[src/rtl/id_ex_register.sv]
// rtl/id_ex_register.sv - ID/EX pipeline register with hold, bubble insertion and optional perf counters (ID_EX_PERF_CNT_EN)
module id_ex_register #(
  parameter int DATA_W = 8,
  parameter int CNT_W  = 8
) (
  input  logic              clk,
  input  logic              rst_n,
  input  logic              id_valid,
  input  logic [7:0]        id_instr,
  input  logic [1:0]        id_ra,
  input  logic [1:0]        id_rb,
  input  logic [1:0]        id_reg_dest,
  input  logic [DATA_W-1:0] id_ra_data,
  input  logic [DATA_W-1:0] id_rb_data,
  input  logic [DATA_W-1:0] id_imm,
  input  logic [3:0]        id_alu_op,
  input  logic              id_mem_read,
  input  logic              id_mem_write,
  input  logic              id_reg_write,
  input  logic              id_is_load,
  input  logic              id_ex_flush,
  input  logic              ex_hold,
  output logic              ex_valid,
  output logic [7:0]        ex_instr,
  output logic [3:0]        ex_alu_op,
  output logic [1:0]        ex_ra,
  output logic [1:0]        ex_rb,
  output logic [DATA_W-1:0] ex_ra_data,
  output logic [DATA_W-1:0] ex_rb_data,
  output logic [DATA_W-1:0] ex_imm,
  output logic              ex_mem_write,
  output logic              ex_reg_write,
  output logic              id_ex_mem_read,
  output logic              id_ex_is_load,
  output logic [1:0]        id_ex_reg_dest,
  output logic [1:0]        ex_state,
  output logic [CNT_W-1:0]  bubble_count,
  output logic [CNT_W-1:0]  hold_count
);

  localparam logic [1:0] ST_RUN    = 2'd0;
  localparam logic [1:0] ST_BUBBLE = 2'd1;
  localparam logic [1:0] ST_HOLD   = 2'd2;

  // Edge classification; hold beats flush beats an empty decode slot.
  logic do_hold;
  logic do_flush;
  logic do_bubble;
  logic do_load;

  assign do_hold   = ex_hold;
  assign do_flush  = !ex_hold && id_ex_flush;
  assign do_bubble = !ex_hold && (id_ex_flush || !id_valid);
  assign do_load   = !ex_hold && !id_ex_flush && id_valid;

  logic [1:0] state_next;

  // Next FSM state: an empty decode slot without a flush still counts as RUN.
  always_comb begin
    state_next = ST_RUN;
    if (do_hold) begin
      state_next = ST_HOLD;
    end else if (do_flush) begin
      state_next = ST_BUBBLE;
    end
  end

  // Pipeline payload: freeze on hold, zero on bubble, capture on normal load.
  always_ff @(posedge clk or negedge rst_n) begin
    if (!rst_n) begin
      ex_valid       <= 1'b0;
      ex_instr       <= 8'h00;
      ex_alu_op      <= 4'h0;
      ex_ra          <= 2'd0;
      ex_rb          <= 2'd0;
      ex_ra_data     <= '0;
      ex_rb_data     <= '0;
      ex_imm         <= '0;
      ex_mem_write   <= 1'b0;
      ex_reg_write   <= 1'b0;
      id_ex_mem_read <= 1'b0;
      id_ex_is_load  <= 1'b0;
      id_ex_reg_dest <= 2'd0;
    end else if (do_bubble) begin
      ex_valid       <= 1'b0;
      ex_instr       <= 8'h00;
      ex_alu_op      <= 4'h0;
      ex_ra          <= 2'd0;
      ex_rb          <= 2'd0;
      ex_ra_data     <= '0;
      ex_rb_data     <= '0;
      ex_imm         <= '0;
      ex_mem_write   <= 1'b0;
      ex_reg_write   <= 1'b0;
      id_ex_mem_read <= 1'b0;
      id_ex_is_load  <= 1'b0;
      id_ex_reg_dest <= 2'd0;
    end else if (do_load) begin
      ex_valid       <= 1'b1;
      ex_instr       <= id_instr;
      ex_alu_op      <= id_alu_op;
      ex_ra          <= id_ra;
      ex_rb          <= id_rb;
      ex_ra_data     <= id_ra_data;
      ex_rb_data     <= id_rb_data;
      ex_imm         <= id_imm;
      ex_mem_write   <= id_mem_write;
      ex_reg_write   <= id_reg_write;
      id_ex_mem_read <= id_mem_read;
      id_ex_is_load  <= id_is_load;
      id_ex_reg_dest <= id_reg_dest;
    end
  end

  // FSM register; reflects the kind of update applied on this edge.
  always_ff @(posedge clk or negedge rst_n) begin
    if (!rst_n) begin
      ex_state <= ST_RUN;
    end else begin
      ex_state <= state_next;
    end
  end

`ifdef ID_EX_PERF_CNT_EN
  localparam logic [CNT_W-1:0] CNT_MAX = {CNT_W{1'b1}};

  logic [CNT_W-1:0] bubble_cnt_q;
  logic [CNT_W-1:0] hold_cnt_q;

  // Flush-induced bubbles only; empty decode slots are not stalls worth counting.
  always_ff @(posedge clk or negedge rst_n) begin
    if (!rst_n) begin
      bubble_cnt_q <= '0;
    end else if (do_flush && (bubble_cnt_q != CNT_MAX)) begin
      bubble_cnt_q <= bubble_cnt_q + 1'b1;
    end
  end

  // Every held edge counts, saturating.
  always_ff @(posedge clk or negedge rst_n) begin
    if (!rst_n) begin
      hold_cnt_q <= '0;
    end else if (do_hold && (hold_cnt_q != CNT_MAX)) begin
      hold_cnt_q <= hold_cnt_q + 1'b1;
    end
  end

  assign bubble_count = bubble_cnt_q;
  assign hold_count   = hold_cnt_q;
`else
  assign bubble_count = '0;
  assign hold_count   = '0;
`endif

endmodule

[config.mk]
export PLATFORM = sky130hd
export DESIGN_NAME = id_ex_register
export DESIGN_NICKNAME = d
export VERILOG_FILES = /design/src/rtl/id_ex_register.sv
export SDC_FILE = /design/constraint.sdc
export NUM_CORES = 1
export LEC_CHECK = 0
export CORE_ASPECT_RATIO = 0.5
export CORE_MARGIN = 5
export CORE_UTILIZATION = 40
export DETAILED_ROUTE_END_ITERATION = 8
export PLACE_DENSITY = 0.81
export SKIP_CTS_REPAIR_TIMING = 1
export SLEW_MARGIN = 5
export SYNTH_ARGS = -nofsm -noshare
export SYNTH_HDL_FRONTEND = slang
export SYNTH_SLANG_ARGS = --single-unit
export TNS_END_PERCENT = 1
[constraint.sdc]
create_clock -name clk -period 0.8 [get_ports clk]
set_input_delay 0.12 -clock clk [delete_from_list [all_inputs] [get_ports clk]]
set_output_delay 0.12 -clock clk [all_outputs]
set_load 0.01 [all_outputs]
==> reports/qor.txt, run 1 <==
Top cells by count, synth = 49 x dfrtp_1, 46 x nand2b_1, 37 x nand2_1
Final Hold Vio Count = 0
Status = finished, violations left
Violated checks = negative setup slack
R2R Path Start = ex_instr[4]
1st-iter DRT viols = 125
Count leader, synth = dfrtp_1
Worst Hold End = ex_state[0]
Compound-gate portion of the synthesized area = 0.121
Routed wire length = 5850 um
Max_cap viols = 0
Final design utilization = 0.610
R2R cell count = 3
CP max-delay cell = dfrtp_1
Reg2reg end = ex_instr[4]
Flop-to-flop setup slack = 20 ps
Synth Area in Simple Gates = 0.226
Die footprint = 0.00731 mm^2
Place WS = -440 ps
CTS tree = done
Cells after synthesis = 223
Post-synth EDFFs = 0
Clock Tree Buf Depth = 2
Worst path top cell family by delay = flip-flops
Synth warn = 0
Multiplexer area fraction after synthesis = 0
CP Capture Type = output port
Diodes inserted = 0
Minimum clock period = 945 ps
Avg Cell Area, Syn = 10.1 um^2
RSZ-0062 raised after global routing = yes
Min-Delay Path Depth = 2
Gpl congestion = 0.737
Final ANT Viol Nets = 0
Power, Total = 5.77 mW
Ports = 116
Period utilization = 1.18
Final setup viols = 49
Leading area contributor after synthesis = dfrtp_1
Die H = 63.0 um
Hold slack final = 144 ps
Worst-path clk slew = 70 ps
Crit path arrival time = 820 ps
Initial antenna violation count = 0
Min-delay worst type = input pin to register
# nets final = 392
Fmax = 1060 MHz
Power density over the cells = 1730 mW/mm^2
Startpoint Class = register
Skew-Pair Late Insertion Delay = 290 ps
H-tree depth = 2
First-pass GRT wire length = 9330 um
Share of cells above drive strength 1 = 0.313
Cts bufs inserted = 5
First drt pass iteration count = 4
Area contributors post-synth = dfrtp_1 55%, nand2b_1 13%, buf_4 7.0%
Leak = 1.64 nW
DR vias = 1847
Initial core utilization = 0.411
DRC Markers = 0
Wire per inst = 14.1 um
CTS root buf = clkbuf_16
Synthesized flop and latch total = 49
CP max FO = 2
Vias in the first global route = 1852
Sequential area share after synthesis = 0.545
Post-Syn Area = 0.00225 mm^2
Synth Area in XOR/XNOR = 0
Core box area = 0.00547 mm^2
Post-synth top area share = 0.545
Ys flop type = dfrtp_1
Vias per Instance = 4.45
Critical Setup Path Class = register to output port
Synth cell types = 15
Row cnt = 19
Die Wd = 116 um
CP required = 680 ps
Buffers added on ports = 99
Hold Startpoint = id_ex_flush
GR Util All Layers = 0.159
WP buf/inv = 1
Critical-path cell list = clkbuf_2
# clock sinks = 49
Main combinational cell family by area after synthesis = simple AND/OR/NAND/NOR gates
Post-Synth Adder-Cell Area = 0
Setup Skew = 0 ps
# fillers = 476
Ys async rst share = 1.00
Dpl hpwl = 4330 um
Final WS setup = -145 ps
VDD IR max = 0.879 mV
GRT overflow = 0
Largest stage delay on the critical path = 390 ps
Largest net degree at the start of global routing = 46
P&R area growth vs syn = 48.3%
Max Slew Vio Count = 0
## metrics by stage
step / TNS (ps) / std cells / instance area (um^2)
finish: -5800 / 415 / 3340
global route: -7230 / 415 / 3340
CTS: -29190 / 400 / 3460
detailed placement: -27800 / 392 / 3310
global placement: -24530 / 392 / 3310
floorplan: 0 / 238 / 2310
## state kept, by name, summed over array words and instances (netlist names)
name	flops
ex_imm	8
ex_instr	8
ex_ra_data	8
ex_rb_data	8
ex_alu_op	4
ex_ra	2
ex_rb	2
ex_state	2
id_ex_reg_dest	2
ex_mem_write	1
ex_reg_write	1
ex_valid	1
id_ex_is_load	1
id_ex_mem_read	1
## how the worst max path moves through the flow
stage / startpoint / to / slack [ps] / cells after the start
global placement: id_ex_flush / id_ex_reg_dest[0] / -340 / 4
CTS: ex_ra_data[4] / ex_ra_data[4] / -540 / 1
detailed placement: id_ex_flush / ex_ra[0] / -440 / 4
global route: ex_alu_op[2] / ex_alu_op[2] / -170 / 1
finish: ex_ra_data[4] / ex_ra_data[4] / -140 / 1
floorplan: id_ex_flush / ex_imm[2] / 60 / 4
## report_power, final
group	switching (mW)	total, mW	internal [mW]
registers	0.0806	2.70	2.61
clock network	0.896	2.06	1.16
logic	0.473	1.02	0.548
## placed cells by master, fill, tap and decap left out, types with 2 or more instances in the layout
cell type,count
o21ai_2,10
clkbuf_2,49
clkbuf_16,5
clkdlybuf4s50_1,46
dfrtp_1,49
buf_12,6
nand2b_1,46
dlymetal6s2s_1,2
buf_4,21
o21ai_1,16
nand2_1,37
nand2_2,10
buf_2,2
o21ai_0,21
clkinv_4,2
conb_1,16
## area by class of cell
cell class | count | area (um^2) | area share
Clock buffer | 5 | 125 | 0.0375
Clock inverter | 3 | 22.5 | 0.00675
Multi-Input combinational cell | 158 | 842 | 0.252
Sequential cell | 49 | 1230 | 0.368
Tap cell | 73 | 91.3 | 0.0274
Timing Repair Buffer | 127 | 1030 | 0.308
## cell families after synthesis
| kind of cell | after synthesis |
|---|---|
| and+or+nand+nor | 95 |
| DFF | 49 |
| AOI/OAI and AO/OA | 47 |
| buffers and inverters | 31 |
| other | 1 |
## layer usage
metal | track usage | vias up | routed length (um)
li1 | - | 911 | -
met5 | 0 | - | 0
met2 | 0.290 | 45 | 3210
met3 | 0.0368 | 4 | 254
met1 | 0.191 | 887 | 2340
met4 | 0.0289 | 0 | 41
Note: power is estimated with default switching activity, not from simulation.
==> run 2, diff against run 1 <==
TNS_END_PERCENT = 30   (was 1)
==> run 2 against run 1 <==
Net effect:
- the flow still finishes with violations (negative setup slack)
- critical path depth is the same
- core utilization grew 0.96 points
- sequential power is essentially flat
- fmax grew 0.39%
- combinational power is essentially flat
- non-clock buffer count grew 5
- global-route usage is the same
- count of clock-buffer cells in the layout is the same
- clock power is essentially flat
- sequential share of layout area shrank 0.57 points
- critical path type unchanged
- largest cell class unchanged
- highest routed layer unchanged
==> reports/qor.txt, run 2 (synthesized netlist as in run 1, its figures left out) <==
Clock Tree Buf Depth = 2 (unchanged)
Hold Startpoint = id_ex_flush
Commonest non-fill, non-tap cells in the layout = 49 x dfrtp_1, 47 x clkbuf_2, 46 x nand2b_1, 46 x clkdlybuf4s50_1, 36 x nand2_1
Final design utilization = 0.620 (+0.00961)
CP max-delay cell = dfrtp_1
CTS tree = done
Buffers added on ports = 99 (unchanged)
CTS root buf = clkbuf_16
GRT overflow = 0 (unchanged)
Setup Skew = 0 ps (unchanged)
Initial core utilization = 0.411 (unchanged)
CP required = 680 ps (about the same)
Reg2reg end = ex_ra_data[1]
RSZ-0062 raised after global routing = yes
Final setup viols = 49 (unchanged)
Startpoint Class = register
Power, Total = 5.81 mW (+0.58%)
Die footprint = 0.00731 mm^2 (unchanged)
Diodes inserted = 0 (unchanged)
Gpl congestion = 0.737 (unchanged)
CP max FO = 2 (unchanged)
H-tree depth = 2 (unchanged)
P&R area growth vs syn = 50.6%
Initial antenna violation count = 0 (unchanged)
Vias in the first global route = 1852 (unchanged)
Dpl hpwl = 4330 um (unchanged)
Hold slack final = 142 ps (-1.89 ps)
DRC Markers = 0 (unchanged)
Routed wire length = 5890 um (+0.65%)
Status = finished, violations left
Crit path arrival time = 820 ps (about the same)
Max Slew Vio Count = 0 (unchanged)
Largest stage delay on the critical path = 400 ps (about the same)
Cts bufs inserted = 5 (unchanged)
Die H = 63.0 um (unchanged)
# clock sinks = 49 (unchanged)
Multi-input logic area = 845 um^2 (+0.30%)
First-pass GRT wire length = 9330 um (unchanged)
Skew-Pair Late Insertion Delay = 290 ps (about the same)
WP buf/inv = 1 (unchanged)
R2R Path Start = ex_ra_data[1]
Final Hold Vio Count = 0 (unchanged)
Period utilization = 1.18 (-0.00460)
Final ANT Viol Nets = 0 (unchanged)
Fin area = 0.00339 mm^2 (+1.6%)
Critical Path Start = ex_ra_data[1]
CP Capture Type = output port
1st-iter DRT viols = 122 (-2.4%)
Critical-path cell list = clkbuf_2
Critical Setup Path Class = register to output port
Area after DPL = 0.00331 mm^2 (unchanged)
Ports = 116 (unchanged)
Min-delay worst type = input pin to register
Flop-to-flop setup slack = 20 ps (about the same)
Min-Delay Path Depth = 2 (unchanged)
GR Util All Layers = 0.159 (unchanged)
Minimum clock period = 941 ps (-3.68 ps)
Violated checks = negative setup slack
Row cnt = 19 (unchanged)
Worst Hold End = ex_state[0]
VDD IR max = 0.916 mV (+4.3%)
Die Wd = 116 um (unchanged)
Max_cap viols = 0 (unchanged)
Core box area = 0.00547 mm^2 (unchanged)
First drt pass iteration count = 4 (unchanged)
Worst-path clk slew = 70 ps (about the same)
# fillers = 468 (-1.7%)
DR vias = 1867 (+1.1%)
Power density over the cells = 1710 mW/mm^2 (-0.98%)
Leak = 1.67 nW (+1.8%)
Share of cells above drive strength 1 = 0.326 (+0.0128)
Fmax = 1060 MHz (+0.39%)
Final WS setup = -141 ps (+3.68 ps)
Place WS = -440 ps (unchanged)
Reg area = 0.00123 mm^2 (unchanged)
# nets final = 397 (+1.3%)
Wire per inst = 14.0 um (-0.55%)
R2R cell count = 3 (unchanged)
Most common cell after layout, fill and taps aside = dfrtp_1
Worst path top cell family by delay = flip-flops
Largest net degree at the start of global routing = 46 (unchanged)
Vias per Instance = 4.45 (-0.12%)
## run 2: changes by cell type in the layout (fill, tap and decap cells not counted)
cell,delta
buf_4,+5
nand2_1,-1
nand2_2,+1
o21ai_1,+2
clkbuf_2,-2
buf_6,+2
o21ai_0,-2
## run 2: layer usage
layer  vias up  part of all wire  global-route usage
met5         -                 0                   0
met4         0            0.0070              0.0289
met3         4             0.043              0.0368
met2        47              0.55               0.290
met1       894              0.40               0.191
li1        922                 -                   -
## run 2: worst reg2reg max path: cells and delay by family, from the launching register on
| family | cells | cell delay (ps) |
|---|---|---|
| flip-flops | 1 | 400 |
| buffers and inverters | 1 | 140 |
| AO/OA/AOI/OAI | 1 | 70 |
| AND/OR/NAND/NOR | 1 | 50 |
## run 2: power by group
group	switching, mW	leakage [nW]	internal [mW]
Clock	0.899	0.0738	1.16
Sequential	0.0811	0.658	2.61
Combinational	0.479	0.937	0.572
Total	1.46	1.67	4.35
## run 2: how the worst max path moves through the flow
stage | to | slack [ps] | depth (start not counted)
detailed placement | ex_ra[0] | -440 | 4
global route | ex_alu_op[2] | -170 | 1
floorplan | ex_imm[2] | 60 | 4
CTS | ex_ra_data[4] | -540 | 1
finish | ex_ra_data[1] | -140 | 1
global placement | id_ex_reg_dest[0] | -340 | 4
## run 2: through the flow
stage	instances	TNS [ps]
after floorplan	238	0
after global placement	392	-24530
after detailed placement	392	-27800
after global routing	420	-7260
final	420	-5780
after CTS	400	-29190
## run 2: layout make-up
class / count / share of cell area
flip-flops and latches: 49 / 0.362
repair buffers: 132 / 0.318
multi-input cells: 158 / 0.249
clock buffers: 5 / 0.0369
well taps: 73 / 0.0270
clock inverters: 3 / 0.00665
